**src/rtl/jio_ctrl.sv**
```systemverilog
// IO controller for jcscpu: decodes CU IO strobes and serves a TTY output FIFO,
// a one-deep keyboard register, plain output latches, switch reads and a status byte.
module jio_ctrl #(
  parameter int WIDTH = 8,
  parameter int NDEV  = 4,
  parameter int DEPTH = 8
) (
  input  logic                    CLK,
  input  logic                    reset,
  input  logic                    io_s,
  input  logic                    io_e,
  input  logic                    io_da,
  input  logic                    io_io,
  input  logic [WIDTH-1:0]        bus_in,
  output logic [WIDTH-1:0]        bus_out,
  output logic [WIDTH-1:0]        dev_sel,
  output logic [NDEV*WIDTH-1:0]   dev_out,
  input  logic [WIDTH-1:0]        sw_in,
  output logic [WIDTH-1:0]        tty_data,
  output logic                    tty_valid,
  input  logic                    tty_ready,
  input  logic [WIDTH-1:0]        kbd_data,
  input  logic                    kbd_valid,
  output logic                    kbd_ready,
  output logic                    ovf
);

  localparam int AW = $clog2(DEPTH);
  localparam int CW = AW + 1;

  logic                        io_s_q, io_e_q;
  logic                        rd_da_q, rd_io_q, rd_dev0_q;
  logic [WIDTH-1:0]            sel_q, sel_d;
  logic [NDEV-1:0][WIDTH-1:0]  dev_q, dev_d;
  logic [WIDTH-1:0]            kbd_hold_q, kbd_hold_d;
  logic                        kbd_full_q, kbd_full_d;
  logic                        ovf_q, ovf_d;
  logic [WIDTH-1:0]            mem [DEPTH];
  logic [AW-1:0]               wr_ptr_q, wr_ptr_d, rd_ptr_q, rd_ptr_d;
  logic [CW-1:0]               cnt_q, cnt_d;

  logic set_evt, rd_end, data_wr, addr_wr;
  logic sel_zero, sel_in_range, fifo_full, fifo_empty;
  logic pop, push_req, push, drop, rd_data_end, rd_stat_end;

  assign set_evt      = io_s & ~io_s_q;
  assign rd_end       = ~io_e & io_e_q;
  assign addr_wr      = set_evt & io_io & io_da;
  assign data_wr      = set_evt & io_io & ~io_da;
  assign sel_zero     = (sel_q == '0);
  assign sel_in_range = (sel_q < WIDTH'(NDEV));
  assign fifo_full    = (cnt_q == CW'(DEPTH));
  assign fifo_empty   = (cnt_q == '0);
  assign pop          = ~fifo_empty & tty_ready;
  assign push_req     = data_wr & sel_zero;
  // A full FIFO still accepts a push when the head leaves in the same cycle.
  assign push         = push_req & (~fifo_full | pop);
  assign drop         = push_req & fifo_full & ~pop;
  // Read side-effects use the qualifiers latched during the last io_e cycle.
  assign rd_data_end  = rd_end & ~rd_io_q & ~rd_da_q & rd_dev0_q;
  assign rd_stat_end  = rd_end & ~rd_io_q & rd_da_q;

  always_comb begin
    sel_d      = sel_q;
    dev_d      = dev_q;
    kbd_hold_d = kbd_hold_q;
    kbd_full_d = kbd_full_q;
    ovf_d      = ovf_q;
    wr_ptr_d   = wr_ptr_q;
    rd_ptr_d   = rd_ptr_q;
    cnt_d      = cnt_q;

    if (addr_wr) sel_d = bus_in;
    for (int k = 1; k < NDEV; k++)
      if (data_wr && sel_q == WIDTH'(k)) dev_d[k] = bus_in;
    dev_d[0] = '0;

    if (rd_data_end) kbd_full_d = 1'b0;
    else if (kbd_valid && !kbd_full_q) begin
      kbd_hold_d = kbd_data;
      kbd_full_d = 1'b1;
    end

    if (drop)             ovf_d = 1'b1;
    else if (rd_stat_end) ovf_d = 1'b0;

    if (push) wr_ptr_d = wr_ptr_q + AW'(1);
    if (pop)  rd_ptr_d = rd_ptr_q + AW'(1);
    case ({push, pop})
      2'b10:   cnt_d = cnt_q + CW'(1);
      2'b01:   cnt_d = cnt_q - CW'(1);
      default: cnt_d = cnt_q;
    endcase
  end

  always_ff @(posedge CLK) begin
    if (reset) begin
      io_s_q     <= 1'b0;
      io_e_q     <= 1'b0;
      rd_da_q    <= 1'b0;
      rd_io_q    <= 1'b0;
      rd_dev0_q  <= 1'b0;
      sel_q      <= '0;
      dev_q      <= '0;
      kbd_hold_q <= '0;
      kbd_full_q <= 1'b0;
      ovf_q      <= 1'b0;
      wr_ptr_q   <= '0;
      rd_ptr_q   <= '0;
      cnt_q      <= '0;
    end else begin
      io_s_q     <= io_s;
      io_e_q     <= io_e;
      if (io_e) begin
        rd_da_q   <= io_da;
        rd_io_q   <= io_io;
        rd_dev0_q <= sel_zero;
      end
      sel_q      <= sel_d;
      dev_q      <= dev_d;
      kbd_hold_q <= kbd_hold_d;
      kbd_full_q <= kbd_full_d;
      ovf_q      <= ovf_d;
      wr_ptr_q   <= wr_ptr_d;
      rd_ptr_q   <= rd_ptr_d;
      cnt_q      <= cnt_d;
    end
  end

  always_ff @(posedge CLK) begin
    if (!reset && push) mem[wr_ptr_q] <= bus_in;
  end

  always_comb begin
    bus_out = '0;
    if (io_e && !io_io) begin
      if (io_da) begin
        bus_out[7] = kbd_full_q;
        bus_out[6] = fifo_full;
        bus_out[5] = fifo_empty;
        bus_out[4] = ovf_q;
      end else if (sel_zero) begin
        bus_out = kbd_full_q ? kbd_hold_q : '0;
      end else if (sel_in_range) begin
        bus_out = sw_in;
      end
    end
  end

  assign dev_sel   = sel_q;
  assign dev_out   = dev_q;
  assign tty_data  = mem[rd_ptr_q];
  assign tty_valid = ~fifo_empty;
  assign kbd_ready = ~kbd_full_q;
  assign ovf       = ovf_q;

endmodule

```
**config.mk**
```make
export PLATFORM = sky130hd
export DESIGN_NAME = jio_ctrl
export DESIGN_NICKNAME = d
export VERILOG_FILES = /design/src/rtl/jio_ctrl.sv
export SDC_FILE = /design/constraint.sdc
export NUM_CORES = 1
export LEC_CHECK = 0
export BUFFER_PORTS_ARGS = -buffer_cell sky130_fd_sc_hd__buf_4
export CAP_MARGIN = 0
export CORE_ASPECT_RATIO = 0.6
export CORE_MARGIN = 1
export CORE_UTILIZATION = 50
export CTS_BUF_LIST = sky130_fd_sc_hd__clkbuf_8
export CTS_CLUSTER_SIZE = 20
export DETAILED_ROUTE_END_ITERATION = 6
export PLACE_DENSITY = 0.73
export RECOVER_POWER = 100
export SLEW_MARGIN = 20
export SYNTH_ARGS = -nofsm -noshare
export SYNTH_HDL_FRONTEND = slang
export SYNTH_SLANG_ARGS = --single-unit
```
**constraint.sdc**
```tcl
create_clock -name CLK -period 3.53 [get_ports CLK]
set_input_delay 0 -clock CLK [delete_from_list [all_inputs] [get_ports CLK]]
set_output_delay 0 -clock CLK [all_outputs]
set_load 0.005 [all_outputs]
```
# == Word-level counts from Yosys, hierarchy flattened ==
# Memories as Yosys holds them, arrays and structs flattened. A register that Yosys moved wholly into a read port is not among the register bits.
# Cells that the tools add are included.
# op_classes
n_shift,0
n_reduce_logical,15
n_mul,0
addsub,4
order_cmp,1
n_div,0
n_mux,13
bitwise_logic,25
eq_ne,6
# op_table
operator,count
8-bit 2-to-1 mux,4
8-bit by 2-bit == test with 1-bit output (second input constant),2
1-bit AND,14
1-bit inverter,10
8-bit by 1-bit == test with 1-bit output (second input constant),1
8-bit logical NOT,1
8-bit by 3-bit less-than comparator with 1-bit output (second input constant),1
4-bit 2-to-1 mux,2
4-bit one-hot mux with 2 select lines,1
3-bit by 1-bit adder with 3-bit output (second input constant),2
1-bit logical AND,6
3-bit 2-to-1 mux,2
4-bit by 1-bit adder with 4-bit output (second input constant),1
4-bit == test (second input constant),1
4-bit logical NOT,1
1-bit 2-to-1 mux,4
2-bit nonzero test,2
4-bit by 1-bit subtractor with 4-bit output (second input constant),1
1-bit logical NOT,3
2-bit by 1-bit == test with 1-bit output (second input constant),1
2-bit == test (second input constant),1
2-bit AND reduction,1
2-bit OR reduction,1
1-bit bitwise OR,1
# totals
latchBits,0
mem_bits_ro,0
elab_cells,81
mem_count,1
register_bits,65
ram_bits,64
out_inout_bits,59
# memory_table
name,words,word_bits,read_ports,rd_clocked_by_memory_dff,wr,line,source
mem,8,8,1,1,1,38,logic [WIDTH-1:0] mem [DEPTH];

# == Longest topological paths before layout ==
# logic_depth
word_depth,9
depth_mapped,11
depth_no_buf,10

# == Worst setup path before layout ==
# OpenSTA, ideal clock, no wires.
# synth_path
path_kind,register to register
from,"reg sel_q[7], in the netlist dev_sel[7]"
to,mem mem[0][0] (enable)
t_arrival_ns,2.421
setup_time_ns,0.398
setup_slack_ns,0.712
synth_period_minus_slack_ns,2.818
t_required_ns,3.132
path_stages_with_launch,5
n_path_buf,0
cell_sequence,dfxtp_1 -> or4_4 -> nor3_2 -> nand3_2 -> nor4b_1
# synth_between
elab_chain_len,6
# synth_rtl
item,line,source
start: declaration,33,"logic [WIDTH-1:0] sel_q, sel_d;"
start signal: assignment,119,sel_q <= sel_d;
8-bit logical NOT,50,assign sel_zero = (sel_q == '0);
1-bit AND,55,assign push_req = data_wr & sel_zero;
1-bit AND,57,assign push = push_req & (~fifo_full | pop);
1-bit logical AND,131,if (!reset && push) mem[wr_ptr_q] <= bus_in;
1-bit 2-to-1 mux,131,
1-bit 2-to-1 mux (not written as such),131,
end: declaration,38,
# Every way passes these cells.

# == Worst setup path in the final report ==
# layout_path
from,"reg sel_q[7], in the netlist dev_sel[7]"
to,reg cnt_q[2]
# layout_between
elab_chain_len,5
word_cells_on_any_way,7
# layout_rtl
item,line,source
8-bit logical NOT (*),50,
1-bit AND (*),55,
1-bit AND (*),57,
2-bit by 1-bit == test with 1-bit output or 2-bit == test (tied branches),89,"case ({push, pop})"
4-bit one-hot mux with 2 select lines or 2-bit nonzero test (tied branches),n/a,
end signal: assignment,126,cnt_q <= cnt_d;
end: declaration,40,"logic [CW-1:0] cnt_q, cnt_d;"
# Mark *: on every way between the ends. The rest lies on a longest branch, timed or not.
# A chain may end at the register's enable or synchronous reset.

==> summary.md <==
| Metric | Value |
|---|---|
| Status | finished with violations |
| Violated checks | capacitance limit, slew limit |
| Grt total ovfl | 0 |
| Vias in the first global route | 3542 |
| Most frequent cells in the layout | edfxtp_1, dfxtp_1, nor2_1 |
| Starting Density | 51.7% |
| Clock transition at the registers of the reported paths | 0.07 ns |
| WL/cell | 18.3 um |
| Combinational Power Share | 11.6% |
| Psw | 762 uW |
| Hold WS | 0.0705 ns |
| Full die area | 10600 sq um |
| Fillers | 792 |
| Total track usage | 24.9% |
| Register area share after synthesis | 61.1% |
| CTS Buf Count | 17 |
| Antenna Nets Post-Route | 0 |
| Distinct cells, synth | 42 |
| Final Net Count | 550 |
| Leakage | 2.42 nW |
| Core Rows | 28 |
| H-tree depth | 4 |
| Layout cells sized above 1 | 21.5% |
| Port Buffer Count | 82 |
| EDFF count, synth | 64 |
| Final setup fails | 0 |
| Layout area overhead | 23.9% |
| Die H | 80.3 um |
| Peak supply drop | 0.000274 V |
| TritonCTS clock tree | yes |
| DRC | 0 |
| Final worst-path cycle share | 85.3% |
| CP max FO | 10 |
| Placer congestion estimate | 0.835 |
| YS warnings | 0 |
| Commonest non-fill, non-tap cell in the layout | edfxtp_1 |
| First-pass iteration count of the detailed router | 6 |
| N_diodes | 0 |
| Mapped Area | 5110 sq um |
| Vias per inst | 5.52 |
| Worst Setup End Kind | register |
| Post-synth top flop | edfxtp_1 |
| First-pass GRT wire length | 19200 um |
| Violation count after the first detailed-route iteration | 306 |
| Seq cells post-synth | 124 |
| Power Internal | 2.46 mW |
| Final WL | 12100 um |
| Setup bufs post-CTS | 0 |
| Power Density | 509 nW/um^2 |
| Ys async rst share | 0% |
| RSZ-0062 raised after global routing | false |
| FF/Latch Area | 3120 sq um |
| Critical path data required time | 3.89 ns |
| Vias after detailed routing | 3647 |
| Synth area leaders | edfxtp_1, dfxtp_1, mux4_2 |
| Clk_lat worst skew | 0.43 ns |
| IO Pins | 91 |
| DP Cell Count | 606 |
| Worst EP arrival | 3.37 ns |
| Slew Limit Fails | 9 |
| Clk buf depth | 2 |
| Leading area contributor after synthesis | edfxtp_1 |
| Slew @ Worst Pin | 1.74 ns |
| Largest net degree at the start of global routing | 63 |
| Min Tclk post-route | 3.01 ns |
| TNS Setup | 0 ns |
| Pwr Total | 3.22 mW |
| Gate Count Post-Synth | 399 |
| CTS sink cnt | 124 |
| CP Launch Type | register |
| Core area | 9880 sq um |
| Clk pwr share | 38.6% |
| Max-Cap Viols | 1 |
| Multi-input logic area | 1850 sq um |
| Sw Ratio | 23.6% |
| Final Hold Vio Count | 0 |
| Initial antenna violation count | 0 |
| Hold Path Class | input port to register |
| Finished Layout Cells | 661 |
| Skew final | 0.0118 ns |
| Crit Path Class | register to register |
| Die Width | 133 um |
| Flop pwr share | 49.8% |
| Final core occ | 64.1% |
| Syn avg cell area | 12.8 sq um |
| F_max | 332 MHz |
| Synth top area share | 37.6% |
| DPL Wire Length | 7920 um |
| Max-slew headroom | -17.5% |
| Root Buffer | clkbuf_8 |
layer usage:
layer / vias up / share of wire, % / GRT usage, %
met3: 10 / 8.8 / 9.47
met2: 151 / 43 / 36.1
met5: - / 0 / 0
li1: 1690 / - / -
met4: 0 / 0.90 / 7.24
met1: 1796 / 48 / 34.6
cell type report:
class / count / area share (%)
Multi-Input combinational cell: 253 / 29.2
Tap cell: 135 / 2.67
Clock buffer: 19 / 4.13
Sequential cell: 124 / 49.3
Inverter: 3 / 0.178
Timing Repair Buffer: 114 / 12.4
Clock inverter: 13 / 2.13
cells in the mapped netlist (all sizes together), types with 6 or more instances:
| cell type | number |
|---|---|
| mux2i | 34 |
| edfxtp | 64 |
| nand3 | 9 |
| mux4 | 16 |
| buf | 12 |
| clkbuf | 14 |
| dfxtp | 60 |
| nor2 | 47 |
| a21oi | 25 |
| nand2b | 6 |
| nand2 | 28 |
| mux2 | 10 |
| nor3 | 11 |
worst max-delay path, stage by stage, from the launching register on:
cell and delay [ns]:
dfxtp_1 0.33, or4_1 0.65, nor3_1 0.32, nand3_2 0.28, ha_1 0.33, xor2_1 0.16
ha_1 0.18, a21oi_1 0.14, xor2_1 0.09, or3_1 0.31, a21oi_1 0.13
timing repair:
item	in CTS	in global routing
hold endpoints to repair	116	0
hold buffers	23	0
gates resized for setup	0	0
per-stage QoR:
stage	worst slack, ns	instance area (sq um)
3_5_place_dp	0.758	5860
4_1_cts	0.748	6490
6_report	0.519	6330
5_1_grt	0.344	6330
2_1_floorplan	0.712	5140
3_3_place_gp	0.836	5860
final timing paths:
path / to / startpoint / slack [ns] / depth (start not counted)
setup / recovery: cnt_q[2] / dev_sel[7] / 0.52 / 10
hold / removal: kbd_hold_q[5] / reset / 0.07 / 2
hold reg to reg: dev_sel[2] / dev_sel[2] / 0.49 / 2
setup reg to reg: cnt_q[2] / dev_sel[7] / 0.52 / 10
sequential cells by signal, summed over array words and instances (netlist names), named ones only:
| register | count |
|---|---|
| ovf | 1 |
| io_e_q | 1 |
| wr_ptr_q | 3 |
| kbd_hold_q | 8 |
| rd_da_q | 1 |
| mem | 64 |
| kbd_full_q | 1 |
| rd_dev0_q | 1 |
| cnt_q | 4 |
| dev_sel | 8 |
| rd_ptr_q | 3 |
| io_s_q | 1 |
| rd_io_q | 1 |
| dev_out | 24 |
kinds of logic (layout without fill, tap and decap cells):
kind of cell / after synthesis / in the layout / share of synthesized area (%)
muxes: 60 / 60 / 15.9
DFF: 124 / 124 / 61.1
AOI/OAI and AO/OA: 42 / 42 / 5.02
xor gates and xnor gates: 5 / 5 / 0.857
adders and majority gates: 5 / 5 / 1.22
and+or+nand+nor: 133 / 133 / 13.1
other: 1 / 8 / 0.0734
buffers and inverters: 29 / 149 / 2.74
power groups by stage:
stage	sequential (mW)	combinational [mW]	clock, mW
4_1_cts	1.61	0.387	1.26
3_3_place_gp	1.63	0.355	0
2_1_floorplan	1.59	0.270	0
5_1_grt	1.61	0.410	1.33
3_5_place_dp	1.64	0.363	0
6_report	1.60	0.375	1.24
(Power assumes the default switching activity.)
